### config.mk
export PLATFORM = sky130hd
export DESIGN_NAME = vload_pack_buffer
export DESIGN_NICKNAME = d
export VERILOG_FILES = /design/src/rtl/vload_pack_buffer_pkg.sv /design/src/rtl/vload_pack_buffer.sv
export SDC_FILE = /design/constraint.sdc
export NUM_CORES = 1
export LEC_CHECK = 0
export ABC_AREA = 1
export CAP_MARGIN = 0
export CORE_UTILIZATION = 47
export DETAILED_ROUTE_END_ITERATION = 16
export HOLD_SLACK_MARGIN = 0.08
export PLACE_DENSITY = 0.84
export SYNTH_ARGS = -nofsm -noshare
export SYNTH_HDL_FRONTEND = slang
export SYNTH_SLANG_ARGS = --single-unit
export TNS_END_PERCENT = 5
### constraint.sdc
create_clock -name CLK -period 1.8 [get_ports CLK]
set_input_delay 0.36 -clock CLK [delete_from_list [all_inputs] [get_ports CLK]]
set_output_delay 0.36 -clock CLK [all_outputs]
set_load 0.01 [all_outputs]
### src/rtl/vload_pack_buffer_pkg.sv
// Shared types and constants for the vector-load pack buffer.
//   - Default geometry: VLEN elements of ELEM_W bits, BEAT_W-bit response beats.
//   - FSM state encodings (IDLE / COLLECT / WB).
//   - cnt_w(): width of a counter over n values, never less than 1 bit.
package vload_pack_buffer_pkg;

  localparam int VLEN_DEF   = 8;
  localparam int ELEM_W_DEF = 16;
  localparam int BEAT_W_DEF = 32;
  localparam int REG_AW_DEF = 5;

  typedef logic [15:0] fp16_t;

  localparam logic [1:0] ST_IDLE    = 2'd0;
  localparam logic [1:0] ST_COLLECT = 2'd1;
  localparam logic [1:0] ST_WB      = 2'd2;

  function automatic int cnt_w(input int n);
    return (n > 1) ? $clog2(n) : 1;
  endfunction

endpackage

### src/rtl/vload_pack_buffer.sv
// vload_pack_buffer: gathers the memory response beats of one vector load,
// packs them into a VLEN x ELEM_W vector and issues a single register-file
// writeback with a valid/ready handshake.
//
// Ports
//   CLK, nRST             clock, asynchronous active-low reset
//   req_valid/req_vd      load request and destination register (req_ready out)
//   rsp_valid/rsp_data    response beats, element 0 in the low slice (rsp_ready out)
//   wb_valid/wb_vd/wb_data writeback, held stable until wb_ready
//   busy                  high whenever not IDLE
//
// Optional feature macro VLOAD_PACK_MASK_EN: adds req_mask/wb_mask; masked-off
// elements are written as zero, beat consumption is unchanged.
module vload_pack_buffer
  import vload_pack_buffer_pkg::*;
#(
  parameter int VLEN   = VLEN_DEF,
  parameter int ELEM_W = ELEM_W_DEF,
  parameter int BEAT_W = BEAT_W_DEF,
  parameter int REG_AW = REG_AW_DEF
) (
  input  logic                     CLK,
  input  logic                     nRST,
  input  logic                     req_valid,
  input  logic [REG_AW-1:0]        req_vd,
`ifdef VLOAD_PACK_MASK_EN
  input  logic [VLEN-1:0]          req_mask,
  output logic [VLEN-1:0]          wb_mask,
`endif
  output logic                     req_ready,
  input  logic                     rsp_valid,
  input  logic [BEAT_W-1:0]        rsp_data,
  output logic                     rsp_ready,
  output logic                     wb_valid,
  output logic [REG_AW-1:0]        wb_vd,
  output logic [VLEN*ELEM_W-1:0]   wb_data,
  input  logic                     wb_ready,
  output logic                     busy
);

  localparam int EPB    = BEAT_W / ELEM_W;
  localparam int NBEATS = VLEN / EPB;
  localparam int CW     = cnt_w(NBEATS);

  logic [1:0]                   state_q, state_d;
  logic [CW-1:0]                beat_cnt_q, beat_cnt_d;
  logic [REG_AW-1:0]            vd_q, vd_d;
  logic [VLEN-1:0][ELEM_W-1:0]  buf_q, buf_d;
  logic [VLEN-1:0][ELEM_W-1:0]  rsp_elem;
  logic [VLEN-1:0]              elem_en;
  logic                         req_acc, beat_acc, clr;

  assign req_acc  = (state_q == ST_IDLE) && req_valid;
  assign beat_acc = (state_q == ST_COLLECT) && rsp_valid;
  assign clr      = req_acc;

`ifdef VLOAD_PACK_MASK_EN
  logic [VLEN-1:0] mask_q, mask_d;

  always_comb begin
    mask_d = mask_q;
    if (req_acc) mask_d = req_mask;
  end

  always_ff @(posedge CLK or negedge nRST) begin
    if (!nRST) mask_q <= '0;
    else       mask_q <= mask_d;
  end

  assign elem_en = mask_q;
  assign wb_mask = mask_q;
`else
  assign elem_en = '1;
`endif

  // Element i always comes from slot i%EPB of the beat; which beat it belongs
  // to is resolved against beat_cnt below.
  for (genvar gi = 0; gi < VLEN; gi++) begin : g_elem
    assign rsp_elem[gi] = elem_en[gi] ? rsp_data[(gi % EPB)*ELEM_W +: ELEM_W] : '0;
  end

  always_comb begin
    state_d    = state_q;
    beat_cnt_d = beat_cnt_q;
    vd_d       = vd_q;
    case (state_q)
      ST_IDLE: begin
        if (req_valid) begin
          vd_d       = req_vd;
          beat_cnt_d = '0;
          state_d    = ST_COLLECT;
        end
      end
      ST_COLLECT: begin
        if (rsp_valid) begin
          if (beat_cnt_q == CW'(NBEATS-1)) begin
            beat_cnt_d = '0;
            state_d    = ST_WB;
          end else begin
            beat_cnt_d = beat_cnt_q + CW'(1);
          end
        end
      end
      ST_WB: begin
        if (wb_ready) state_d = ST_IDLE;
      end
      default: state_d = ST_IDLE;
    endcase
  end

  always_comb begin
    buf_d = buf_q;
    for (int i = 0; i < VLEN; i++) begin
      if (clr)
        buf_d[i] = '0;
      else if (beat_acc && (beat_cnt_q == CW'(i / EPB)))
        buf_d[i] = rsp_elem[i];
    end
  end

  always_ff @(posedge CLK or negedge nRST) begin
    if (!nRST) begin
      state_q    <= ST_IDLE;
      beat_cnt_q <= '0;
      vd_q       <= '0;
      buf_q      <= '0;
    end else begin
      state_q    <= state_d;
      beat_cnt_q <= beat_cnt_d;
      vd_q       <= vd_d;
      buf_q      <= buf_d;
    end
  end

  // All handshake outputs decode straight from state so a reset drops them
  // asynchronously and wb_valid can only fall via the WB -> IDLE transition.
  assign req_ready = (state_q == ST_IDLE);
  assign rsp_ready = (state_q == ST_COLLECT);
  assign wb_valid  = (state_q == ST_WB);
  assign busy      = (state_q != ST_IDLE);
  assign wb_vd     = vd_q;
  assign wb_data   = buf_q;

endmodule

==> impl_metrics.ini, run 1 <==
[floorplanning]
start_util_pct = 48.26
die_area_sq_um = 12780
core_area_sq_um = 12010
row_count = 40
die_y_um = 113.1
fp.dieW_um = 113.1
io_pins = 179

[layout]
area_growth_pct = 46.71
fin_nets = 885
fin_util_pct = 70.80
diodes = 0
drive_above_1_share_pct = 9.155
fin_cells = 999

[setup_path]
critical_path_class = flip-flop to primary output
crit_path_start_kind = flip-flop
r2r_end = wb_data[82]$_DFFE_PN0P_
crit_path_end_kind = primary output
crit_required_ns = 1.44
reg2reg_depth = 7
max_stage_delay_ns = 0.56
critPathArrivalTime_ns = 1.38
cp_slowest_cell = clkdlybuf4s50_1
rr_startpoint = state_q[0]$_DFFE_PN0P_
critPathBufInv = 1
crit_fanout = 2
cp_top_family = buffers and inverters
r2r_slack_ns = 0.14
cp_cell_sequence = clkdlybuf4s50_1

[sta]
final-hold-violation-count = 0
worst_slack_ns = 0.06305
finalSetupViolCount = 0
max_freq_mhz = 575.7
skew_ns = 0.006867
rsz0062_at_grt = false
fin_setup_tns_ns = 0
drv_slew = 0
period_needed_ns = 1.737
tightest_slew_ns = 0.6795
timing.final.crit_share_pct = 96.50
relSlewSlack_pct = 54.29

[logic_synthesis]
seq_area_frac_synth_pct = 59.14
yosysMostFrequentCell = nand2_1
ys_ff_latch = 137
synthesis.nets = 700
synth_top_cell_by_area = dfrtp_1
synthTopCellsByArea = dfrtp_1 (59%), nand2_1 (18%), nand3_1 (12%)
yosysTopAreaCellShare_pct = 59.14
syn_area_sq_um = 5797
postSynthCellCount = 654
yosysUniqueCellTypes = 20
synth-edff-count = 0
netlist_top_cells_count = nand2_1 (279), dfrtp_1 (137), nand3_1 (135)
synth_area_per_cell_sq_um = 8.864
synthArstFlopShare_pct = 100.0
synth_ff_type = dfrtp_1
ys_warn_count = 0

[clock_network]
clockBufferDepth = 2
cts_buffers = 17
cts_tree = yes
htreeDepth = 4
cts_setup_buffers = 0
clock_latency_ns = 0.41
clk_pin_slew_ns = 0.06
cts_sinks = 137
cts_root_buf = clkbuf_16

[pwr]
power.total_w = 0.01624
switching_power_w = 0.005817
internal_power_w = 0.01042
p_leak_nw = 4.244
power.density_nw_per_um2 = 1909
pwr-share-seq_pct = 33.7
p_sw_share_pct = 35.82
clkPwrFrac_pct = 22.2
power_frac_comb_pct = 44.1
ir_drop_v = 0.0008211

[outcome]
status = finished, final reports clean

[routing]
vias = 5565
dr.first_iter.drc_count = 605
routedWlPerCell_um = 18.28
drc = 0
post_drt_via_cell_ratio = 5.571
drtPass1Iterations = 6
routed_wirelength_mm = 18.26
ant_nets = 0

[place]
dp_slack_ns = 0.04937
portBuffers = 178
dpl.hpwl_mm = 12.12
dp.cells = 966
gp_congestion = 0.8260

[grt]
grt_pass1_wl_mm = 29.34
overflow = 0
grt_pass1_vias = 5724
grt_max_degree = 76
antenna_found_initial = 0
grt_usage_pct = 29.99

[flow_run]
max-cap-violations = 0

[worst_hold_path]
min_path_type = input port to asynchronous set/reset pin
-- routing by layer --
layer | share of wire (%) | GRT usage, % | up-vias | wire (um)
li1 | - | - | 2493 | -
met1 | 39 | 37.83 | 2697 | 7037
met2 | 49 | 48.51 | 335 | 8889
met3 | 9.9 | 8.677 | 40 | 1814
met4 | 2.8 | 12.89 | 0 | 520
met5 | 0 | 0 | - | 0
-- flip-flops by register name, summed over array words and instances, names as in the netlist --
register and flops:
wb_vd 5, beat_cnt_q 2, wb_data 128, state_q 2
-- layout by cell type (no fill, tap or decap), types with 4 or more instances in the layout --
master | netlist | final
a21boi_0 | 9 | 9
a21boi_1 | 20 | 20
buf_12 | 0 | 7
buf_4 | 4 | 27
clkbuf_16 | 0 | 17
clkdlybuf4s50_1 | 0 | 172
clkinvlp_4 | 0 | 4
dfrtp_1 | 137 | 136
dlygate4sd2_1 | 0 | 4
ha_1 | 4 | 4
inv_1 | 6 | 6
nand2_1 | 279 | 278
nand3_1 | 135 | 135
-- kinds of logic (layout without fill, tap and decap cells) --
logic type	count (synthesis)	count (layout)	share of synthesized area [%]
simple gates	424	424	30.82
flops	137	137	59.14
buf+inv	55	253	4.576
compound gates	34	34	4.597
fa+ha+maj	4	4	0.8634
-- cell type report --
| type | count | area, sq um |
|---|---|---|
| Sequential cell | 137 | 3430 |
| Timing Repair Buffer | 214 | 2137 |
| Fill cell | 890 | 3507 |
| Clock inverter | 11 | 143.9 |
| Multi-Input combinational cell | 462 | 2113 |
| Tap cell | 147 | 183.9 |
| Clock buffer | 21 | 470.5 |
| Inverter | 7 | 26.28 |
-- power groups by stage --
stage | registers (W) | logic (W) | clock network (W)
5_1_grt | 0.00560 | 0.00775 | 0.00378
3_5_place_dp | 0.00544 | 0.00711 | 0
6_report | 0.00547 | 0.00716 | 0.00361
3_3_place_gp | 0.00540 | 0.00687 | 0
2_1_floorplan | 0.00591 | 0.00252 | 0
4_1_cts | 0.00545 | 0.00717 | 0.00364
-- through the flow --
step,cell area [sq um],hold slack (ns)
2_1_floorplan,5797,0.06441
3_3_place_gp,7875,0.3178
3_5_place_dp,7875,0.3253
4_1_cts,8498,0.4574
5_1_grt,8504,0.4768
6_report,8504,0.4530
-- worst max path at each step --
stage	from	end	cells past startpoint
after floorplan	state_q[0]$_DFFE_PN0P_	busy	5
after global routing	state_q[0]$_DFFE_PN0P_	busy	3
after detailed placement	rsp_valid	wb_data[51]$_DFFE_PN0P_	6
final	wb_data[43]$_DFFE_PN0P_	wb_data[43]	1
after global placement	req_valid	wb_data[49]$_DFFE_PN0P_	6
after CTS	wb_data[43]$_DFFE_PN0P_	wb_data[43]	1
-- what timing repair did --
| action | 4_1_cts | 5_1_grt |
|---|---|---|
| endpoints found under the setup margin | 4 | 15 |
| hold buffers | 1 | 0 |
| hold endpoints to repair | 44 | 0 |
| pin swaps | 1 | 0 |
| resized for setup | 6 | 2 |
(Power assumes the default switching activity.)
==> run 2, diff against run 1 <==
==> constraint.sdc (replaced) <==
create_clock -name CLK -period 1.8 [get_ports CLK]
set_input_delay 0.36 -clock CLK [delete_from_list [all_inputs] [get_ports CLK]]
set_output_delay 0.36 -clock CLK [all_outputs]
set_load 0.02 [all_outputs]
==> impl_metrics.ini, run 2 (same netlist as run 1, synthesis figures left out) <==
[outcome]
status = finished, final reports clean

[flow_run]
max-cap-violations = 0

[sta]
rsz0062_at_grt = true
worst_slack_ns = 0.01233
max_freq_mhz = 559.4
finalSetupViolCount = 0
drv_slew = 0
timing.final.crit_share_pct = 99.31
final-hold-violation-count = 0
relSlewSlack_pct = 57.76
skew_ns = 0.005747
tightest_slew_ns = 0.6280
fin_setup_tns_ns = 0
period_needed_ns = 1.788

[setup_path]
critPathBufInv = 1
critical_path_class = flip-flop to primary output
cp_slowest_cell = clkdlybuf4s50_1
max_stage_delay_ns = 0.63
crit_path_start_kind = flip-flop
crit_fanout = 2
crit_required_ns = 1.44
cp_top_family = buffers and inverters
cp_cell_sequence = clkdlybuf4s50_1
critPathArrivalTime_ns = 1.43
crit_path_end_kind = primary output

[clock_network]
clockBufferDepth = 2
clock_latency_ns = 0.42
cts_setup_buffers = 0
cts_sinks = 137
cts_buffers = 17
cts_tree = yes
cts_root_buf = clkbuf_16
clk_pin_slew_ns = 0.05
htreeDepth = 4

[floorplanning]
start_util_pct = 48.26
row_count = 40
die_area_sq_um = 12780
fp.dieW_um = 113.1
core_area_sq_um = 12010
die_y_um = 113.1
io_pins = 179

[grt]
grt_pass1_vias = 5459
grt_usage_pct = 29.14
overflow = 0
grt_max_degree = 53
grt_pass1_wl_mm = 28.11
antenna_found_initial = 0

[pwr]
power.density_nw_per_um2 = 1975
ir_drop_v = 0.001125
p_leak_nw = 4.572

[layout]
finalInstanceArea_sq_um = 8434
diodes = 0
final_common_cell = nand2_1
fin_nets = 878
n_fill_cell = 900
largest_reg_flops = 128
fin_util_pct = 70.22
area_growth_pct = 45.50
layout_common_cells = nand2_1 (279), clkdlybuf4s50_1 (137), dfrtp_1 (136)
drive_above_1_share_pct = 7.701

[routing]
routed_wirelength_mm = 17.70
routedWlPerCell_um = 17.86
drtPass1Iterations = 5
drc = 0
post_drt_via_cell_ratio = 5.497
vias = 5448
ant_nets = 0
dr.first_iter.drc_count = 498

[worst_hold_path]
min_path_type = input port to asynchronous set/reset pin

[place]
placed_area_sq_um = 7810
portBuffers = 178
gp_congestion = 0.8180
dpl.hpwl_mm = 11.61
dp_slack_ns = 0.06479
## run 2: cell count changes in the layout (fill, tap and decap cells not counted), moves of 2 or more
cell,previous run,this run
bufinv_16,3,1
clkdlybuf4s50_1,172,137
clkbuf_1,1,4
buf_4,27,22
dlygate4sd2_1,4,6
dlymetal6s2s_1,0,32
## run 2: layout make-up
class	count	area, sq um	area share, %
Clock buffer	23	467.9	5.548
Clock inverter	8	72.57	0.8604
Inverter	7	26.28	0.3115
Multi-Input combinational cell	462	2108	25.00
Sequential cell	137	3430	40.66
Tap cell	147	183.9	2.181
Timing Repair Buffer	207	2146	25.44
## run 2: final timing paths
path,from,to,slack [ns],depth (start not counted)
worst min-delay path,nRST,wb_data[123]$_DFFE_PN0P_,0.43,2
worst max register to register,state_q[1]$_DFFE_PN0P_,wb_data[88]$_DFFE_PN0P_,0.15,6
min in group CLK,wb_vd[1]$_DFFE_PN0P_,wb_vd[1]$_DFFE_PN0P_,0.47,2
worst min register to register,wb_vd[1]$_DFFE_PN0P_,wb_vd[1]$_DFFE_PN0P_,0.47,2
worst max-delay path,wb_data[114]$_DFFE_PN0P_,wb_data[114],0.01,1
max in group asynchronous,nRST,wb_data[110]$_DFFE_PN0P_,0.75,3
## run 2: repair_timing
action	in CTS	in global routing
resized for setup	7	34
pin swaps	0	0
setup endpoints to repair	7	36
hold endpoints to repair	40	0
hold buffers	1	0
## run 2: power breakdown
part | internal [W] | switching (W)
clock network | 0.00195 | 0.00124
registers | 0.00451 | 0.000920
logic | 0.00348 | 0.00454
total | 0.00995 | 0.00671
## run 2: layer usage
| layer | part of all wire [%] | up-vias | GRT usage, % |
|---|---|---|---|
| met1 | 39 | 2585 | 35.16 |
| met5 | 0 | - | 0 |
| met4 | 3.1 | 0 | 13.60 |
| met3 | 9.9 | 46 | 9.695 |
| li1 | - | 2475 | - |
| met2 | 48 | 342 | 47.40 |
## run 2: metrics by stage
step | hold WS [ns] | total power (W) | instances
after detailed placement | 0.3000 | 0.01353 | 959
after floorplan | 0.06441 | 0.009471 | 654
after global placement | 0.2970 | 0.01325 | 959
after global routing | 0.4552 | 0.01753 | 991
final | 0.4333 | 0.01665 | 991
after CTS | 0.4395 | 0.01678 | 991
==> run 3, diff against run 2 <==
--- a/config.mk
+++ b/config.mk
@@ -6,11 +6,10 @@
 export NUM_CORES = 1
 export LEC_CHECK = 0
 export ABC_AREA = 1
-export CAP_MARGIN = 0
-export CORE_UTILIZATION = 47
+export CORE_UTILIZATION = 45
 export DETAILED_ROUTE_END_ITERATION = 16
 export HOLD_SLACK_MARGIN = 0.08
-export PLACE_DENSITY = 0.84
+export PLACE_DENSITY = 0.81
 export SYNTH_ARGS = -nofsm -noshare
 export SYNTH_HDL_FRONTEND = slang
 export SYNTH_SLANG_ARGS = --single-unit
==> impl_metrics.ini, run 3 (same netlist as run 1, synthesis figures left out) <==
[outcome]
status = finished, final reports clean

[setup_path]
cp_top_family = buffers and inverters
critPathArrivalTime_ns = 1.43
cp_slowest_cell = clkdlybuf4s50_1
critPathBufInv = 1
crit_path_start_kind = flip-flop
crit_fanout = 2
max_stage_delay_ns = 0.64
crit_path_end_kind = primary output
cp_cell_sequence = clkdlybuf4s50_1
critical_path_class = flip-flop to primary output
crit_required_ns = 1.44

[place]
dp.cells = 984
gp_congestion = 0.8922
portBuffers = 178
dpl.hpwl_mm = 11.87
dp_slack_ns = 0.05865

[sta]
skew_ns = 0.009595
fin_setup_tns_ns = 0
max_freq_mhz = 557.4
period_needed_ns = 1.794
drv_slew = 0
finalSetupViolCount = 0
timing.final.crit_share_pct = 99.66
tightest_slew_ns = 0.6203
worst_slack_ns = 0.006070
relSlewSlack_pct = 58.28
final-hold-violation-count = 0

[clock_network]
clock_latency_ns = 0.42
clk_pin_slew_ns = 0.06
htreeDepth = 4
cts_tree = yes
cts_buffers = 17
clockBufferDepth = 2
cts_sinks = 137
cts_root_buf = clkbuf_16

[grt]
overflow = 0
grt_pass1_wl_mm = 28.34
antenna_found_initial = 0
grt_max_degree = 71
grt_usage_pct = 28.16
grt_pass1_vias = 5457

[worst_hold_path]
min_path_type = input port to asynchronous set/reset pin

[pwr]
power.density_nw_per_um2 = 1977
ir_drop_v = 0.001022
p_leak_nw = 4.578

[flow_run]
max-cap-violations = 0

[floorplanning]
die_y_um = 115.5
row_count = 41
fp.dieW_um = 115.5
start_util_pct = 46.12
die_area_sq_um = 13340
core_area_sq_um = 12570
io_pins = 179

[routing]
routedWlPerCell_um = 17.63
post_drt_via_cell_ratio = 5.394
drc = 0
dr.first_iter.drc_count = 626
ant_nets = 0
drtPass1Iterations = 5
vias = 5491
routed_wirelength_mm = 17.95

[layout]
area_growth_pct = 46.86
diodes = 0
largest_reg_flops = 128
drive_above_1_share_pct = 8.392
fin_cells = 1018
layout_common_cells = nand2_1 (279), clkdlybuf4s50_1 (140), dfrtp_1 (136)
final_common_cell = nand2_1
n_fill_cell = 975
fin_nets = 879
-- run 3: cell type report --
class / instances / area (sq um) / share of cell area, %
clock buffer: 21 / 470.5 / 5.526
clock inverter: 11 / 96.34 / 1.132
inverter: 7 / 26.28 / 0.3086
multi-input combinational: 462 / 2108 / 24.76
sequential: 137 / 3430 / 40.29
tap: 172 / 215.2 / 2.528
timing repair buffer: 208 / 2167 / 25.46
-- run 3: metrics by stage --
stage	hold WS (ns)	power [W]	utilization, %	area [sq um]
detailed placement	0.2624	0.01358	62.59	7866
CTS	0.3923	0.01694	67.11	8434
global placement	0.2605	0.01330	62.59	7866
global route	0.4267	0.01781	67.74	8513
floorplan	0.06441	0.009471	-	5797
finish	0.4000	0.01683	67.74	8513
-- run 3: final timing paths --
check                                             from                        to  slack (ns)  depth (start not counted)
worst max-delay path            wb_data[2]$_DFFE_PN0P_                wb_data[2]       0.006                          1
worst min-delay path                              nRST  wb_data[123]$_DFFE_PN0P_        0.40                          2
worst max register to register  state_q[0]$_DFFE_PN0P_  wb_data[116]$_DFFE_PN0P_        0.14                          7
worst min register to register    wb_vd[2]$_DFFE_PN0P_      wb_vd[2]$_DFFE_PN0P_        0.47                          2
max in group asynchronous                         nRST   wb_data[95]$_DFFE_PN0P_        0.79                          3
min in group CLK                             req_valid  wb_data[109]$_DFFE_PN0P_        0.41                          4
-- run 3: power breakdown --
part / switching, W / total, W / internal, W
clock network: 0.00131 / 0.00331 / 0.00200
logic: 0.00455 / 0.00806 / 0.00351
registers: 0.000950 / 0.00546 / 0.00451
total: 0.00681 / 0.0168 / 0.0100
-- run 3: what timing repair did --
| action | CTS | global route |
|---|---|---|
| endpoints found under the setup margin | 7 | 32 |
| buffers inserted | 0 | 1 |
| gates resized for setup | 7 | 33 |
| pin swaps | 0 | 1 |
| hold buffers | 1 | 0 |
| endpoints found under the hold margin | 29 | 0 |
-- run 3: worst register-to-register path: cells and delay by family (launching register included) --
| family | cells | cell delay (ns) |
|---|---|---|
| buffers and inverters | 2 | 0.48 |
| flip-flops | 1 | 0.45 |
| AND/OR/NAND/NOR | 5 | 0.66 |
-- run 3: routing by layer --
metal  GRT usage (%)  vias to the layer above  wire [um]
met1           35.19                     2687       7212
met4           10.74                        0        227
met3           7.165                       23       1701
li1                -                     2482          -
met2           47.15                      299       8807
met5               0                        -          0
